--- config.mk ---
export PLATFORM = sky130hd
export DESIGN_NAME = bulls_cows_engine_flat
export DESIGN_NICKNAME = d
export VERILOG_FILES = /design/src/rtl/bulls_cows_engine_pkg.sv /design/src/rtl/bulls_cows_engine_if.sv /design/src/rtl/bulls_cows_engine_digit_check.sv /design/src/rtl/bulls_cows_engine.sv /design/src/flat_wrapper.sv
export SDC_FILE = /design/constraint.sdc
export NUM_CORES = 1
export LEC_CHECK = 0
export BUFFER_PORTS_ARGS = -buffer_cell sky130_fd_sc_hd__buf_2
export CAP_MARGIN = 25
export CORE_MARGIN = 8
export CORE_UTILIZATION = 30
export DETAILED_ROUTE_END_ITERATION = 16
export PLACE_DENSITY_LB_ADDON = 0.2
export REMOVE_ABC_BUFFERS = 1
export SETUP_SLACK_MARGIN = 0.1
export SLEW_MARGIN = 20
export SYNTH_ARGS = -nofsm -noshare
export SYNTH_HDL_FRONTEND = slang
export SYNTH_SLANG_ARGS = --single-unit
--- constraint.sdc ---
create_clock -name clk -period 6.2 [get_ports clk]
set_input_delay 0.31 -clock clk [delete_from_list [all_inputs] [get_ports clk]]
set_output_delay 0.31 -clock clk [all_outputs]
set_load 0.01 [all_outputs]
--- src/rtl/bulls_cows_engine_pkg.sv ---
// Shared types and width helpers for the bulls-and-cows scoring engine.
package bc_pkg;

    typedef enum logic [2:0] {
        IDLE  = 3'd0,
        PLAY  = 3'd1,
        SCORE = 3'd2,
        WIN   = 3'd3,
        LOSE  = 3'd4
    } bc_state_t;

    // Width of a hit counter that must hold 0..n_digits.
    function automatic int bc_cw(input int n_digits);
        return $clog2(n_digits + 1);
    endfunction

    // Width of the try counter that must hold 0..max_tries.
    function automatic int bc_tw(input int max_tries);
        return $clog2(max_tries + 1);
    endfunction

endpackage

--- src/rtl/bulls_cows_engine_if.sv ---
// Strobe/switch inputs and display-facing outputs of the scoring engine.
interface bulls_cows_engine_if #(
    parameter int N_DIGITS  = 4,
    parameter int DIGIT_W   = 4,
    parameter int MAX_TRIES = 17
);
    localparam int CW   = bc_pkg::bc_cw(N_DIGITS);
    localparam int TW   = bc_pkg::bc_tw(MAX_TRIES);
    localparam int SW_W = N_DIGITS * DIGIT_W;

    logic            start;
    logic            submit;
    logic            abort;
    logic [SW_W-1:0] sw;
    logic [2:0]      state;
    logic            busy;
    logic            score_valid;
    logic [CW-1:0]   a_cnt;
    logic [CW-1:0]   b_cnt;
    logic [TW-1:0]   tries;
    logic [SW_W-1:0] guess_q;
    logic            inv_err;

    modport master (
        output start, submit, abort, sw,
        input  state, busy, score_valid, a_cnt, b_cnt, tries, guess_q, inv_err
    );

    modport slave (
        input  start, submit, abort, sw,
        output state, busy, score_valid, a_cnt, b_cnt, tries, guess_q, inv_err
    );

endinterface

--- src/rtl/bulls_cows_engine_digit_check.sv ---
// Combinational validity check of a digit bus: every digit in range, all distinct.
module bc_digit_check #(
    parameter int N_DIGITS  = 4,
    parameter int DIGIT_W   = 4,
    parameter int MAX_DIGIT = 9
) (
    input  logic [N_DIGITS*DIGIT_W-1:0] sw_i,
    output logic                        valid_o
);

    localparam logic [DIGIT_W-1:0] MAX_D = DIGIT_W'(MAX_DIGIT);

    // Range test per digit plus a pairwise inequality test over all digit pairs
    always_comb begin
        valid_o = 1'b1;
        for (int i = 0; i < N_DIGITS; i++) begin
            valid_o = valid_o & (sw_i[i*DIGIT_W +: DIGIT_W] <= MAX_D);
            for (int j = i + 1; j < N_DIGITS; j++) begin
                valid_o = valid_o &
                          (sw_i[i*DIGIT_W +: DIGIT_W] != sw_i[j*DIGIT_W +: DIGIT_W]);
            end
        end
    end

endmodule

--- src/rtl/bulls_cows_engine.sv ---
// Bulls-and-cows game engine: secret/guess validation, iterative digit scoring,
// try limit and abort. One guess digit is scored per cycle in SCORE.
module bulls_cows_engine #(
    parameter int N_DIGITS  = 4,
    parameter int DIGIT_W   = 4,
    parameter int MAX_DIGIT = 9,
    parameter int MAX_TRIES = 17
) (
    input  logic                   clk,
    input  logic                   rst_n,
    bulls_cows_engine_if.slave     bus
);
    import bc_pkg::*;

    localparam int CW   = bc_cw(N_DIGITS);
    localparam int TW   = bc_tw(MAX_TRIES);
    localparam int KW   = $clog2(N_DIGITS);
    localparam int SW_W = N_DIGITS * DIGIT_W;

    bc_state_t       state_q;
    logic [SW_W-1:0] secret_q;
    logic [SW_W-1:0] guess_q;
    logic [KW-1:0]   k_q;
    logic [CW-1:0]   a_acc_q;
    logic [CW-1:0]   b_acc_q;
    logic [CW-1:0]   a_cnt_q;
    logic [CW-1:0]   b_cnt_q;
    logic [TW-1:0]   tries_q;
    logic            score_valid_q;
    logic            inv_err_q;
    logic            busy_q;

    logic            sw_valid_s;
    logic [DIGIT_W-1:0] g_dig_s;
    logic            hit_a_s;
    logic            hit_b_s;
    logic [CW-1:0]   a_next_s;
    logic [CW-1:0]   b_next_s;
    logic [TW-1:0]   tries_inc_s;
    logic            last_s;

    // start and submit are never acted on in the same cycle, so one checker serves both
    bc_digit_check #(
        .N_DIGITS  (N_DIGITS),
        .DIGIT_W   (DIGIT_W),
        .MAX_DIGIT (MAX_DIGIT)
    ) u_check (
        .sw_i    (bus.sw),
        .valid_o (sw_valid_s)
    );

    // Select the guess digit currently being scored
    always_comb begin
        g_dig_s = '0;
        for (int i = 0; i < N_DIGITS; i++) begin
            if (KW'(i) == k_q) begin
                g_dig_s = guess_q[i*DIGIT_W +: DIGIT_W];
            end else begin
                g_dig_s = g_dig_s;
            end
        end
    end

    // Compare the selected guess digit with every secret digit (secret digits are distinct)
    always_comb begin
        hit_a_s = 1'b0;
        hit_b_s = 1'b0;
        for (int i = 0; i < N_DIGITS; i++) begin
            hit_a_s = hit_a_s | ((secret_q[i*DIGIT_W +: DIGIT_W] == g_dig_s) && (KW'(i) == k_q));
            hit_b_s = hit_b_s | ((secret_q[i*DIGIT_W +: DIGIT_W] == g_dig_s) && (KW'(i) != k_q));
        end
    end

    assign a_next_s    = a_acc_q + CW'(hit_a_s);
    assign b_next_s    = b_acc_q + CW'(hit_b_s);
    assign tries_inc_s = tries_q + TW'(1);
    assign last_s      = (k_q == KW'(N_DIGITS - 1));

    // Game FSM with registered outputs; abort overrides everything else
    always_ff @(posedge clk or negedge rst_n) begin
        if (!rst_n) begin
            state_q       <= IDLE;
            secret_q      <= '0;
            guess_q       <= '0;
            k_q           <= '0;
            a_acc_q       <= '0;
            b_acc_q       <= '0;
            a_cnt_q       <= '0;
            b_cnt_q       <= '0;
            tries_q       <= '0;
            score_valid_q <= 1'b0;
            inv_err_q     <= 1'b0;
            busy_q        <= 1'b0;
        end else begin
            score_valid_q <= 1'b0;
            inv_err_q     <= 1'b0;
            if (bus.abort) begin
                state_q <= IDLE;
                k_q     <= '0;
                a_acc_q <= '0;
                b_acc_q <= '0;
                a_cnt_q <= '0;
                b_cnt_q <= '0;
                tries_q <= '0;
                busy_q  <= 1'b0;
            end else begin
                case (state_q)
                    IDLE, WIN, LOSE: begin
                        if (bus.start) begin
                            if (sw_valid_s) begin
                                secret_q <= bus.sw;
                                tries_q  <= '0;
                                a_cnt_q  <= '0;
                                b_cnt_q  <= '0;
                                state_q  <= PLAY;
                            end else begin
                                inv_err_q <= 1'b1;
                                state_q   <= IDLE;
                            end
                        end else begin
                            state_q <= state_q;
                        end
                    end
                    PLAY: begin
                        if (bus.submit) begin
                            if (sw_valid_s) begin
                                guess_q <= bus.sw;
                                k_q     <= '0;
                                a_acc_q <= '0;
                                b_acc_q <= '0;
                                busy_q  <= 1'b1;
                                state_q <= SCORE;
                            end else begin
                                inv_err_q <= 1'b1;
                            end
                        end else begin
                            state_q <= PLAY;
                        end
                    end
                    SCORE: begin
                        a_acc_q <= a_next_s;
                        b_acc_q <= b_next_s;
                        if (last_s) begin
                            k_q           <= '0;
                            a_cnt_q       <= a_next_s;
                            b_cnt_q       <= b_next_s;
                            tries_q       <= tries_inc_s;
                            score_valid_q <= 1'b1;
                            busy_q        <= 1'b0;
                            if (a_next_s == CW'(N_DIGITS)) begin
                                state_q <= WIN;
                            end else if (tries_inc_s == TW'(MAX_TRIES)) begin
                                state_q <= LOSE;
                            end else begin
                                state_q <= PLAY;
                            end
                        end else begin
                            k_q <= k_q + KW'(1);
                        end
                    end
                    default: begin
                        state_q <= IDLE;
                        busy_q  <= 1'b0;
                    end
                endcase
            end
        end
    end

    assign bus.state       = state_q;
    assign bus.busy        = busy_q;
    assign bus.score_valid = score_valid_q;
    assign bus.a_cnt       = a_cnt_q;
    assign bus.b_cnt       = b_cnt_q;
    assign bus.tries       = tries_q;
    assign bus.guess_q     = guess_q;
    assign bus.inv_err     = inv_err_q;

endmodule

--- src/flat_wrapper.sv ---
// flat-port wrapper written by rule: the top's interface ports become plain ports
module bulls_cows_engine_flat import bc_pkg::*;
#(
    parameter int N_DIGITS  = 4,
    parameter int DIGIT_W   = 4,
    parameter int MAX_DIGIT = 9,
    parameter int MAX_TRIES = 17
)
  (clk, rst_n, bus_start, bus_submit, bus_abort, bus_sw, bus_state, bus_busy, bus_score_valid, bus_a_cnt, bus_b_cnt, bus_tries, bus_guess_q, bus_inv_err);
  bulls_cows_engine_if #(.N_DIGITS(N_DIGITS), .DIGIT_W(DIGIT_W), .MAX_TRIES(MAX_TRIES)) bus_i ();
  input  logic clk;
  input  logic rst_n;
  input wire logic [$bits(bus_i.start)-1:0] bus_start;
  input wire logic [$bits(bus_i.submit)-1:0] bus_submit;
  input wire logic [$bits(bus_i.abort)-1:0] bus_abort;
  input wire logic [$bits(bus_i.sw)-1:0] bus_sw;
  output wire logic [$bits(bus_i.state)-1:0] bus_state;
  output wire logic [$bits(bus_i.busy)-1:0] bus_busy;
  output wire logic [$bits(bus_i.score_valid)-1:0] bus_score_valid;
  output wire logic [$bits(bus_i.a_cnt)-1:0] bus_a_cnt;
  output wire logic [$bits(bus_i.b_cnt)-1:0] bus_b_cnt;
  output wire logic [$bits(bus_i.tries)-1:0] bus_tries;
  output wire logic [$bits(bus_i.guess_q)-1:0] bus_guess_q;
  output wire logic [$bits(bus_i.inv_err)-1:0] bus_inv_err;
  assign bus_i.start = bus_start;
  assign bus_i.submit = bus_submit;
  assign bus_i.abort = bus_abort;
  assign bus_i.sw = bus_sw;
  assign bus_state = bus_i.state;
  assign bus_busy = bus_i.busy;
  assign bus_score_valid = bus_i.score_valid;
  assign bus_a_cnt = bus_i.a_cnt;
  assign bus_b_cnt = bus_i.b_cnt;
  assign bus_tries = bus_i.tries;
  assign bus_guess_q = bus_i.guess_q;
  assign bus_inv_err = bus_i.inv_err;
  bulls_cows_engine #(.N_DIGITS(N_DIGITS), .DIGIT_W(DIGIT_W), .MAX_DIGIT(MAX_DIGIT), .MAX_TRIES(MAX_TRIES)) u_core (.clk(clk), .rst_n(rst_n), .bus(bus_i));
endmodule
==> impl_metrics.toml, run 1 <==
[layout]
fin_area_sq_um = 3880
regArea_sq_um = 1430
area_delta_synth_final_pct = 17.1
nets = 392
multi_input_area_sq_um = 1730
drive_above_1_share_pct = 26.5
post-route-util_pct = 36.0
diodes = 0
fillCellCount = 1117

[synthesis]
yosysWarnings = 0
async_flop_share_pct = 100
syn_inst = 315
syn_avg_cell_area_sq_um = 10.5
synth.cell_area_sq_um = 3310
synth_edf_count = 0
synth_seq_cells = 57
synth_seq_area_share_pct = 43.0
synthFlopType = "dfrtp_1"
synth.distinct_cells = 52

[grt]
overflow = 0
antenna_found_initial = 0
grt_start_max_net_pins = 58
grt_pass1_vias = 2609
grt_pass1_wl_mm = 13.7
grt.total_usage_pct = 11.8

[critical_path]
cp-end-kind = "flop"
path_cells = "inv_1, ha_1, nand3b_1, a311oi_1, xnor2_1, and4_1, or4_1, ha_1, ha_1, xnor2_1, nor3_1, nor3b_1, a211oi_1, o32a_1"
worstSetupPathType = "reg2reg"
critPathCapture = "u_core.bus.state[0]$_DFFE_PN0P_"
worst_r2r_path_depth = 14
crit_top_cell = "ha_1"
required_ns = 6.42
startpoint = "u_core.k_q[1]$_DFFE_PN0P_"
cp_slowest_stage_delay_ns = 0.77
r2r_slack_ns = 2.12
cp_max_fo = 9
start_kind = "flop"
cp_slowest_cell = "a311oi_1"
arrival_ns = 4.30
r2r-start = "u_core.k_q[1]$_DFFE_PN0P_"
reg2reg_to = "u_core.bus.state[0]$_DFFE_PN0P_"

[sta]
max_freq_mhz = 245
final-max-slew-violation-count = 0
worst_pin_slew_ns = 0.920
finalSetupViolCount = 0
min_period_ns = 4.08
hold_viol_final = 0
setup_slack_ns = 2.12
finalSetupTns_ns = 0
finClkSkew_ns = 0.00891
period_share_pct = 65.8
slew_headroom_pct = 38.6
rsz0062_at_grt = "false"

[routing]
wl_per_cell_um = 16.3
met1Wirelength_mm = 3.82
post_drt_via_cell_ratio = 4.88
top_layer_used = "met4"
ant_nets = 0
met3_length_um = 367
dr_total_vias = 2471
dr_wl_met2_mm = 3.94
dr.pass1.iters = 4
post-route-drc-count = 0
drtIter0Drc = 106
wl_mm = 8.22

[clock_network]
htree_levels = 3
cts_sinks = 57
clockBufferDepth = 2
clk_pin_slew_ns = 0.07
cts_made_buffers = 9
cts_tree = "done"
post_cts_buffers = 0
clk_latency_ns = 0.34
cts-root-buf = "clkbuf_8"
hold_buffers = 0
ctsResizeCount = 0

[flow_run]
maxCapViolations = 0

[placement]
dp.final_hpwl_mm = 6.35
placed_area_sq_um = 3670
gp_congestion = 0.818
dpl_worst_slack_ns = 2.12
portBuffers = 53

[power]
p_clk_share_pct = 31.0
pwr-share-comb_pct = 26.5
switching_share_pct = 31.6
ir_drop_mv = 0.159
p_leak_nw = 1.83
switchingPower_uw = 382
power_density_nw_per_um2 = 312
pwr-share-seq_pct = 42.5
internal_power_uw = 828

[die]
start_util_pct = 30.7
die_h_um = 121
core_region_area_sq_um = 10800
die_area_sq_um = 14700
die_w_um = 121
ios = 54
num_rows = 38

[status]
status = "finished, final reports clean"

[worst_hold_path]
hold_path.class = "in2async"
## state kept, by name (all words and copies together) (netlist names)
name / flops
u_core.bus.guess_q: 16
u_core.secret_q: 16
u_core.bus.tries: 5
u_core.a_acc_q: 3
u_core.b_acc_q: 3
u_core.bus.a_cnt: 3
u_core.bus.b_cnt: 3
u_core.bus.state: 3
u_core.k_q: 2
u_core.bus.busy: 1
u_core.bus.inv_err: 1
u_core.bus.score_valid: 1
## metrics by stage
stage | hold WS [ns] | cells | power (mW)
final | 0.127 | 506 | 1.21
after global routing | 0.182 | 506 | 1.29
after CTS | 0.147 | 506 | 1.23
after detailed placement | 0.487 | 490 | 0.850
after global placement | 0.484 | 490 | 0.849
after floorplan | 0.0144 | 295 | 0.722
## area by class of cell
type,count,area share [%]
inverters,16,1.55
clock buffers,10,3.29
well taps,140,4.51
multi-input cells,222,44.6
repair buffers,55,7.22
flip-flops and latches,57,36.8
clock inverters,6,2.13
## cell usage in the layout, fill, tap and decap left out, types with 3 or more instances in the layout
| master | n |
|---|---|
| dfrtp_1 | 57 |
| buf_2 | 53 |
| xor2_1 | 33 |
| mux2_2 | 20 |
| inv_1 | 15 |
| nand2_1 | 15 |
| o21ai_0 | 14 |
| nor2_1 | 13 |
| mux2_1 | 13 |
| xnor2_1 | 11 |
| ha_1 | 10 |
| nor3_1 | 9 |
| clkbuf_8 | 9 |
| nor4_1 | 8 |
| nand3_1 | 6 |
| nand3b_1 | 5 |
| a211oi_1 | 5 |
| nor3b_1 | 5 |
| or4_1 | 5 |
| a22o_1 | 5 |
| nor2b_1 | 4 |
| nand2b_1 | 4 |
| a31oi_1 | 3 |
| nand4_1 | 3 |
| or2_2 | 3 |
| o2bb2ai_1 | 3 |
| clkinv_2 | 3 |
## cell families after synthesis
| family | share of synthesized area, % |
|---|---|
| simple gates | 15.6 |
| flops | 43.0 |
| compound gates | 9.70 |
| xor+xnor | 11.6 |
| buf+inv | 4.79 |
| mux | 11.5 |
| fa+ha+maj | 3.78 |
## cells in the mapped netlist (2+ instances only)
| master | count | area (sq um) |
|---|---|---|
| nor3b_1 | 5 | 37.5 |
| xnor2_1 | 11 | 96.3 |
| nand2_1 | 15 | 56.3 |
| o2bb2ai_1 | 3 | 26.3 |
| nand2b_1 | 4 | 25.0 |
| nor2_1 | 13 | 48.8 |
| a31oi_1 | 3 | 18.8 |
| nor2b_1 | 4 | 25.0 |
| inv_1 | 15 | 56.3 |
| nand3b_1 | 5 | 37.5 |
| a21oi_1 | 2 | 10.0 |
| or2_2 | 3 | 18.8 |
| o21ai_0 | 14 | 70.1 |
| nand3_1 | 6 | 30.0 |
| mux2_2 | 20 | 225 |
| nand4_1 | 3 | 18.8 |
| ha_1 | 10 | 125 |
| a211oi_1 | 5 | 37.5 |
| nor3_1 | 9 | 45.0 |
| buf_2 | 2 | 10.0 |
| a31o_2 | 2 | 17.5 |
| a22o_1 | 5 | 43.8 |
| xor2_1 | 33 | 289 |
| clkbuf_2 | 8 | 40.0 |
| mux2_1 | 13 | 146 |
| or4_1 | 5 | 37.5 |
| nor4_1 | 8 | 50.1 |
| clkbuf_1 | 8 | 30.0 |
| a311oi_1 | 2 | 17.5 |
| dfrtp_1 | 57 | 1430 |
## power groups by stage
| stage | Clock [mW] | Combinational, mW | Sequential [mW] |
|---|---|---|---|
| after floorplan | 0 | 0.209 | 0.513 |
| after global placement | 0 | 0.327 | 0.523 |
| after detailed placement | 0 | 0.328 | 0.523 |
| after CTS | 0.389 | 0.328 | 0.516 |
| after global routing | 0.405 | 0.361 | 0.525 |
| final | 0.375 | 0.321 | 0.514 |
## worst min path at each step
| stage | end | startpoint | cells past startpoint | slack (ns) |
|---|---|---|---|---|
| global placement | u_core.bus.a_cnt[0]$_DFFE_PN0P_ | u_core.bus.a_cnt[0]$_DFFE_PN0P_ | 1 | 0.48 |
| CTS | u_core.bus.tries[1]$_DFFE_PN0P_ | rst_n | 2 | 0.15 |
| finish | u_core.b_acc_q[1]$_DFFE_PN0P_ | rst_n | 2 | 0.13 |
| detailed placement | u_core.bus.a_cnt[0]$_DFFE_PN0P_ | u_core.bus.a_cnt[0]$_DFFE_PN0P_ | 1 | 0.49 |
| global route | u_core.bus.a_cnt[1]$_DFFE_PN0P_ | rst_n | 2 | 0.18 |
| floorplan | u_core.a_acc_q[0]$_DFFE_PN0P_ | rst_n | 0 | 0.01 |
## metal layers
layer  global-route usage (%)  up-vias
met5                        0        -
met4                     4.06        0
met3                     3.68        8
met2                     19.5       48
met1                     14.3     1203
li1                         -     1212
## critical path: cells and delay by family, from the launching register on
family | cells | cell delay [ns]
AND/OR/NAND/NOR | 5 | 1.24
AO/OA/AOI/OAI | 3 | 1.21
adder cells (fa/ha/maj) | 3 | 0.70
flip-flops | 1 | 0.37
XOR/XNOR | 2 | 0.37
buffers and inverters | 1 | 0.08
No activity file was read; power rests on OpenSTA's default activity.
==> run 2: changes to the inputs <==
Clock period 6.2 ns to 3.58 ns, I/O delays scaled along.
==> run 2 against run 1 <==
Combinational power grew 110%. Critical path depth is the same. Worst hold slack gained 0.030 ns. Flip-flop and latch count is the same. Cell count grew 4.5%. Count of clock-buffer cells in the layout shrank 1. Largest cell class unchanged. First-iteration DRC count shrank 19%.
==> impl_metrics.toml, run 2 (synthesis results as in run 1) <==
[sta]
hold_viol_final = 0
max_freq_mhz = 289
holdWs_ns = 0.156
rsz0062_at_grt = "true"
slew_headroom_pct = 59.2
finalSetupViolCount = 0
min_period_ns = 3.46
worst_pin_slew_ns = 0.611
final-max-slew-violation-count = 0
setup_slack_ns = 0.117
period_share_pct = 96.7
finClkSkew_ns = 0.0126

[critical_path]
arrival_ns = 3.69
reg2reg_to = "u_core.bus.state[0]$_DFFE_PN0P_"
cp_max_fo = 7
startpoint = "u_core.k_q[0]$_DFFE_PN0P_"
worstSetupPathType = "reg2reg"
r2r_slack_ns = 0.12
r2r-start = "u_core.k_q[0]$_DFFE_PN0P_"
critPathCapture = "u_core.bus.state[0]$_DFFE_PN0P_"
required_ns = 3.80
crit_top_cell = "ha_4"
cp_slowest_stage_delay_ns = 0.53
worst_r2r_path_depth = 14
cp_slowest_cell = "or4_4"
cp-end-kind = "flop"
path_cells = "ha_4, nand3b_1, a311oi_2, buf_4, xor2_2, nor4_2, or4_4, ha_4, ha_4, xnor2_4, nor3_4, nor3b_2, a211oi_2, o32a_1"
start_kind = "flop"

[power]
p_leak_nw = 1.97
finalPower_mw = 2.24
pwr-share-seq_pct = 40.5
internal_power_mw = 1.50
pwr-share-comb_pct = 29.4
switching_share_pct = 33.2
switchingPower_uw = 744
ir_drop_mv = 0.282
power_density_nw_per_um2 = 525
p_clk_share_pct = 30.2

[die]
die_w_um = 121
num_rows = 38
core_region_area_sq_um = 10800
ios = 54
die_area_sq_um = 14700
start_util_pct = 30.7
die_h_um = 121

[layout]
final_common_cell = "dfrtp_1"
fillCellCount = 1069
diodes = 0
nets = 415
layout_common_cells = "dfrtp_1 (56), buf_2 (53), xor2_1 (29)"
area_delta_synth_final_pct = 28.9
drive_above_1_share_pct = 37.8

[routing]
wl_mm = 8.96
met3_length_um = 403
ant_nets = 0
dr_total_vias = 2607
top_layer_used = "met4"
post-route-drc-count = 0
post_drt_via_cell_ratio = 4.93
drtIter0Drc = 86
met1Wirelength_mm = 4.15
dr_wl_met2_mm = 4.33
dr.pass1.iters = 4
wl_per_cell_um = 16.9

[placement]
dpl_worst_slack_ns = -0.0798
portBuffers = 53
gp_congestion = 0.787
dp.final_hpwl_mm = 6.68

[clock_network]
htree_levels = 3
cts_sinks = 57
cts-root-buf = "clkbuf_8"
cts_tree = "done"
clk_latency_ns = 0.34
cts_made_buffers = 9
clk_pin_slew_ns = 0.07
clockBufferDepth = 2

[grt]
grt_start_max_net_pins = 32
grt_pass1_wl_mm = 14.7
antenna_found_initial = 0
grt.total_usage_pct = 12.6
overflow = 0
grt_pass1_vias = 2779

[worst_hold_path]
hold_path.class = "in2reg"

[flow_run]
maxCapViolations = 0

[status]
status = "finished, final reports clean"
## run 2: metrics by stage
stage | TNS (ns) | utilization, % | cells | instance area (sq um)
after global placement | 0 | 35.3 | 508 | 3810
final | 0 | 39.6 | 529 | 4270
after detailed placement | -0.0798 | 35.3 | 508 | 3810
after global routing | -0.0286 | 39.6 | 529 | 4270
after CTS | 0 | 38.4 | 527 | 4140
after floorplan | -0.127 | - | 295 | 3220
## run 2: how the worst min path moves through the flow
stage | from | endpoint | depth (start not counted)
after floorplan | rst_n | u_core.a_acc_q[0]$_DFFE_PN0P_ | 0
after global placement | rst_n | u_core.b_acc_q[2]$_DFFE_PN0P_ | 1
after detailed placement | rst_n | u_core.b_acc_q[2]$_DFFE_PN0P_ | 1
after CTS | bus_sw[8] | u_core.bus.guess_q[8]$_DFFE_PN0P_ | 2
after global routing | bus_sw[8] | u_core.bus.guess_q[8]$_DFFE_PN0P_ | 2
final | bus_sw[8] | u_core.bus.guess_q[8]$_DFFE_PN0P_ | 2
## run 2: critical path: cells and delay by family (launching register included)
family	cells	cell delay, ns
XOR/XNOR	2	0.37
buffers and inverters	1	0.20
adder cells (fa/ha/maj)	3	0.56
flip-flops	1	0.47
AO/OA/AOI/OAI	3	0.71
AND/OR/NAND/NOR	5	1.04
## run 2: area by class of cell
type	instances	area, sq um	share of cell area (%)
Timing Repair Buffer	78	459	10.7
Sequential cell	57	1430	33.4
Clock buffer	9	124	2.90
Multi-Input combinational cell	222	1930	45.1
Inverter	16	62.6	1.46
Tap cell	140	175	4.10
Clock inverter	7	95.1	2.23
## run 2: repair_timing
action	4_1_cts	5_1_grt
endpoints found under the setup margin	1	3
pin swaps	3	13
hold buffers	1	0
resized for setup	18	22
endpoints found under the hold margin	26	0
buffers inserted	2	2
## run 2: layer usage
| metal | vias up | track usage (%) |
|---|---|---|
| li1 | 1247 | - |
| met2 | 57 | 20.7 |
| met1 | 1296 | 15.6 |
| met5 | - | 0 |
| met4 | 0 | 3.83 |
| met3 | 7 | 3.72 |
## run 2: power by group through the flow
stage          Combinational, mW  Sequential, mW  Clock, mW
3_5_place_dp               0.593           0.909          0
5_1_grt                    0.723           0.926      0.727
6_report                   0.659           0.907      0.676
3_3_place_gp               0.587           0.909          0
4_1_cts                    0.607           0.902      0.693
2_1_floorplan              0.362           0.889          0
